===== src/rtl/piso_serializer_if.sv =====
// Load handshake and serial output bundle for piso_serializer.
// The master side offers words and observes the serial stream; the slave side is the serializer.
interface piso_serializer_if #(
    parameter int WIDTH = 4
);
    logic [WIDTH-1:0] data_in;
    logic             load_valid;
    logic             load_ready;
    logic             serial_out;
    logic             serial_en;
    logic             busy;
    logic             done;

    modport master (
        output data_in, load_valid,
        input  load_ready, serial_out, serial_en, busy, done
    );

    modport slave (
        input  data_in, load_valid,
        output load_ready, serial_out, serial_en, busy, done
    );
endinterface


===== src/rtl/piso_serializer.sv =====
// Parallel-in serial-out transmitter: one bit per clock with a valid/ready load handshake.
// A new word may be accepted on the last-bit cycle, so frames stream with no idle gap.
module piso_serializer #(
    parameter int   WIDTH      = 4,
    parameter bit   LSB_FIRST  = 1'b1,
    parameter logic IDLE_LEVEL = 1'b0
) (
    input  logic               clk,
    input  logic               rst,
    piso_serializer_if.slave   bus
);
    localparam int CNT_W = $clog2(WIDTH);
    localparam logic [CNT_W-1:0] LAST = CNT_W'(WIDTH - 1);

    typedef enum logic {IDLE, SHIFT} state_t;

    state_t             state_q, state_d;
    logic [CNT_W-1:0]   cnt_q, cnt_d;
    logic [WIDTH-1:0]   shreg_q, shreg_d;
    logic               serial_out_q, serial_out_d;
    logic               serial_en_q, serial_en_d;
    logic               busy_q, busy_d;
    logic               done_q, done_d;
    logic               last_bit;
    logic               accept;

    assign last_bit       = (state_q == SHIFT) && (cnt_q == LAST);
    assign bus.load_ready = (state_q == IDLE) || last_bit;
    assign accept         = bus.load_valid && bus.load_ready;

    always_ff @(posedge clk) begin
        if (rst) begin
            state_q      <= IDLE;
            cnt_q        <= '0;
            shreg_q      <= '0;
            serial_out_q <= IDLE_LEVEL;
            serial_en_q  <= 1'b0;
            busy_q       <= 1'b0;
            done_q       <= 1'b0;
        end else begin
            state_q      <= state_d;
            cnt_q        <= cnt_d;
            shreg_q      <= shreg_d;
            serial_out_q <= serial_out_d;
            serial_en_q  <= serial_en_d;
            busy_q       <= busy_d;
            done_q       <= done_d;
        end
    end

    always_comb begin
        state_d      = state_q;
        cnt_d        = cnt_q;
        shreg_d      = shreg_q;
        serial_out_d = serial_out_q;
        serial_en_d  = serial_en_q;
        busy_d       = busy_q;
        done_d       = 1'b0;

        if (state_q == SHIFT) begin
            if (!last_bit) begin
                cnt_d        = cnt_q + CNT_W'(1);
                serial_out_d = LSB_FIRST ? shreg_q[0] : shreg_q[WIDTH-1];
                shreg_d      = LSB_FIRST ? (shreg_q >> 1) : (shreg_q << 1);
            end else begin
                done_d       = 1'b1;
                state_d      = IDLE;
                serial_en_d  = 1'b0;
                busy_d       = 1'b0;
                serial_out_d = IDLE_LEVEL;
            end
        end

        // Accept overrides the end-of-frame idle return, giving back-to-back frames.
        if (accept) begin
            state_d      = SHIFT;
            cnt_d        = '0;
            serial_out_d = LSB_FIRST ? bus.data_in[0] : bus.data_in[WIDTH-1];
            shreg_d      = LSB_FIRST ? (bus.data_in >> 1) : (bus.data_in << 1);
            serial_en_d  = 1'b1;
            busy_d       = 1'b1;
        end
    end

    assign bus.serial_out = serial_out_q;
    assign bus.serial_en  = serial_en_q;
    assign bus.busy       = busy_q;
    assign bus.done       = done_q;
endmodule


===== src/flat_wrapper.sv =====
// flat-port wrapper written by rule: the top's interface ports become plain ports
module piso_serializer_flat 
#(
    parameter int   WIDTH      = 4,
    parameter bit   LSB_FIRST  = 1'b1,
    parameter logic IDLE_LEVEL = 1'b0
)
  (clk, rst, bus_data_in, bus_load_valid, bus_load_ready, bus_serial_out, bus_serial_en, bus_busy, bus_done);
  piso_serializer_if #(.WIDTH(WIDTH)) bus_i ();
  input  logic clk;
  input  logic rst;
  input wire logic [$bits(bus_i.data_in)-1:0] bus_data_in;
  input wire logic [$bits(bus_i.load_valid)-1:0] bus_load_valid;
  output wire logic [$bits(bus_i.load_ready)-1:0] bus_load_ready;
  output wire logic [$bits(bus_i.serial_out)-1:0] bus_serial_out;
  output wire logic [$bits(bus_i.serial_en)-1:0] bus_serial_en;
  output wire logic [$bits(bus_i.busy)-1:0] bus_busy;
  output wire logic [$bits(bus_i.done)-1:0] bus_done;
  assign bus_i.data_in = bus_data_in;
  assign bus_i.load_valid = bus_load_valid;
  assign bus_load_ready = bus_i.load_ready;
  assign bus_serial_out = bus_i.serial_out;
  assign bus_serial_en = bus_i.serial_en;
  assign bus_busy = bus_i.busy;
  assign bus_done = bus_i.done;
  piso_serializer #(.WIDTH(WIDTH), .LSB_FIRST(LSB_FIRST), .IDLE_LEVEL(IDLE_LEVEL)) u_core (.clk(clk), .rst(rst), .bus(bus_i));
endmodule

===== config.mk =====
export PLATFORM = sky130hd
export DESIGN_NAME = piso_serializer_flat
export DESIGN_NICKNAME = d
export VERILOG_FILES = /design/src/rtl/piso_serializer_if.sv /design/src/rtl/piso_serializer.sv /design/src/flat_wrapper.sv
export SDC_FILE = /design/constraint.sdc
export NUM_CORES = 1
export LEC_CHECK = 0
export CAP_MARGIN = 0
export CORE_AREA = 2 2 39 41
export CTS_CLUSTER_DIAMETER = 80
export DETAILED_ROUTE_END_ITERATION = 10
export DIE_AREA = 0 0 41 43
export DONT_BUFFER_PORTS = 1
export PLACE_DENSITY = 0.47
export RECOVER_POWER = 25
export SLEW_MARGIN = 20
export SYNTH_ARGS = -nofsm -noshare
export SYNTH_HDL_FRONTEND = slang
export SYNTH_SLANG_ARGS = --single-unit
export TNS_END_PERCENT = 100

===== constraint.sdc =====
create_clock -name clk -period 4.1 [get_ports clk]
set_clock_uncertainty 0.2 [all_clocks]
set_input_delay 0.615 -clock clk [delete_from_list [all_inputs] [get_ports clk]]
set_output_delay 0.615 -clock clk [all_outputs]
set_load 0.1 [all_outputs]

==> results.cfg <==
[sta]
tightestPinTransition_ns = 1.02
fin_crit_sh_pct = 53.1
slew_headroom_pct = 32.1
hold_viol = 0
setup_violations = 0
finalSetupTns_ns = 0
clock.fmax_mhz = 459
hold_ws_ns = 0.214
maxSlewViolCount = 0
grt_setup_unrepaired = false
min_period_ns = 2.18

[synthesis]
synth_top_area_share_pct = 45.4
ys_seq_area_share_pct = 45.4
synth_fp_nets = 49
synth_top_family_by_area = simple AND/OR/NAND/NOR gates
syn_inst = 41
async_flop_share_pct = 0
synthAdderAreaFrac_pct = 3.15
yosys.area_share.simple_pct = 19.2
synth-edff-count = 0
syn_avg_cell_area_um2 = 9.67
synth_compound_area_share_pct = 17.4
synth_xor_area_share_pct = 0
ys.flop_type = dfxtp_1
yosys.area.top_type = dfxtp_1
synth_cell_types = 17
synth_mux_area_share_pct = 7.57
yosys_warnings = 0
ys_seq_elements = 9
synth_area_leaders = dfxtp_1, a211oi_2, mux2i_1
syn_area_um2 = 397

[route]
drc = 0
vias = 287
final_antenna_net_count = 0
routedWlPerCell_um = 11.9
drt-total-wl_um = 692
viasPerCell = 4.95
drt_iter0_drc = 1
drtPass1Iterations = 2

[worst_setup_path]
cp.buffers_inverters = 1
cp-end-kind = output pin
crit_slowest_cell = dfxtp_1
r2r_start = u_core.cnt_q[0]
path_cells = ha_1 > and2b_1 > inv_4
path_delay_family = flip-flops
crit_path_max_incr_delay_ns = 0.35
cp.arrival_ns = 1.36
crit_path_end = bus_load_ready
r2r_cells = 5
cp.depth = 3
critPathKind = flip-flop to output pin
crit_fanout = 8
crit_required_ns = 3.28
r2r-end = u_core.cnt_q[1]
startpoint = u_core.cnt_q[0]
ff2ff_setup_slack_ns = 2.44
start_kind = flip-flop

[global_routing]
grt.busiest_layer = met2
grtUsageMet2_pct = 12.8
overflow = 0
antenna_found_initial = 0
first_global_vias = 286
use_met1_pct = 11.3
grt_usage_pct = 9.75
grt_pass1_wl_mm = 1.12
use_met3_pct = 3.14
grt_max_degree = 12

[clocking]
clk_path_buf_depth = 2
insertion_delay_ns = 0.25
ctsHtreeMaxLevel = 1
cts_resized = 0
postCtsHoldBufs = 0
cts_root_buf = clkbuf_4
postCtsSetupBuffers = 0
cts.clk_slew.worst_paths_ns = 0.06
cts_made_buffers = 3
tritoncts = done
cts.sinks = 9

[flow_run]
maxCapViolCount = 0

[die]
die_w_um = 41
rows = 14
core_um2 = 1380
dieArea_um2 = 1760
io_pins = 12
fp.dieH_um = 43
start_util_pct = 28.7

[cells_and_area]
num-nets-final = 51
drive_gt1_share_pct = 19.0
layout.cells.most_common = dfxtp_1
multi_input_comb_area_um2 = 185
areaGrowthSynthToFinish_pct = 6.62
diodes = 0
layout_common_cells = dfxtp_1, nor2_1
regArea_um2 = 181
nFillCells = 151

[min_path]
min_path_cells = 1
hold_path_class = input pin to flip-flop

[outcome]
status = complete, no violations

[placed_design]
hpwl_um = 519
gp_routability_congestion = 0.731
io_buffers = 0

[power_and_ir_drop]
leakagePower_nw = 0.172
p_total_mw = 0.202
ir_drop_mv = 0.154
power_density_nw_per_um2 = 478
state kept, by name, indices dropped and copies added (netlist names):
signal	count
u_core.bus.done	1
u_core.shreg_q	3
u_core.state_q	1
u_core.cnt_q	2
u_core.bus.busy	1
u_core.bus.serial_out	1
per-stage QoR:
stage	util (%)	instances	area [um^2]	setup slack [ns]
detailed placement	28.8	54	399	2.27
floorplan	-	41	397	1.91
CTS	30.7	58	425	1.99
global route	30.6	58	423	1.84
finish	30.6	58	423	1.92
global placement	28.8	54	399	2.29
cells by family after synthesis:
logic type	after synthesis
AOI/OAI and AO/OA	8
muxes	3
adders and majority gates	1
and+or+nand+nor	15
DFF	9
buffers and inverters	5
final cells by class:
class                      instances  share of cell area, %
multi-input combinational         27                   43.8
sequential                         9                   42.9
clock buffer                       4                   6.21
tap                               16                   4.73
inverter                           2                   2.37
how the worst min path moves through the flow:
stage / startpoint / endpoint
CTS: rst / u_core.shreg_q[1]
floorplan: u_core.cnt_q[1] / u_core.cnt_q[1]
finish: rst / u_core.shreg_q[1]
detailed placement: u_core.cnt_q[1] / u_core.cnt_q[1]
global placement: u_core.cnt_q[0] / u_core.cnt_q[0]
global route: rst / u_core.shreg_q[0]
cells in the mapped netlist, drive strengths merged, types with 2 or more instances:
cell type and count:
a211oi 3, a21oi 3, buf 2, dfxtp 9, inv 2, mux2i 3
nand2 2, nand3b 2, nor2 6, nor3 3
layer usage:
metal  wire length, um  share of wire, %  vias up
met3                59               8.5        2
met4                12               1.7        0
met2               332                48        7
li1                  -                 -      146
met1               287                41      132
met5                 0                 0        -
report_power, final:
part	switching [mW]	total (mW)	internal (mW)
Combinational	0.0133	0.0212	0.00794
Clock	0.0293	0.0667	0.0374
Sequential	0.0212	0.114	0.0932
No activity file was read; power rests on OpenSTA's default activity.
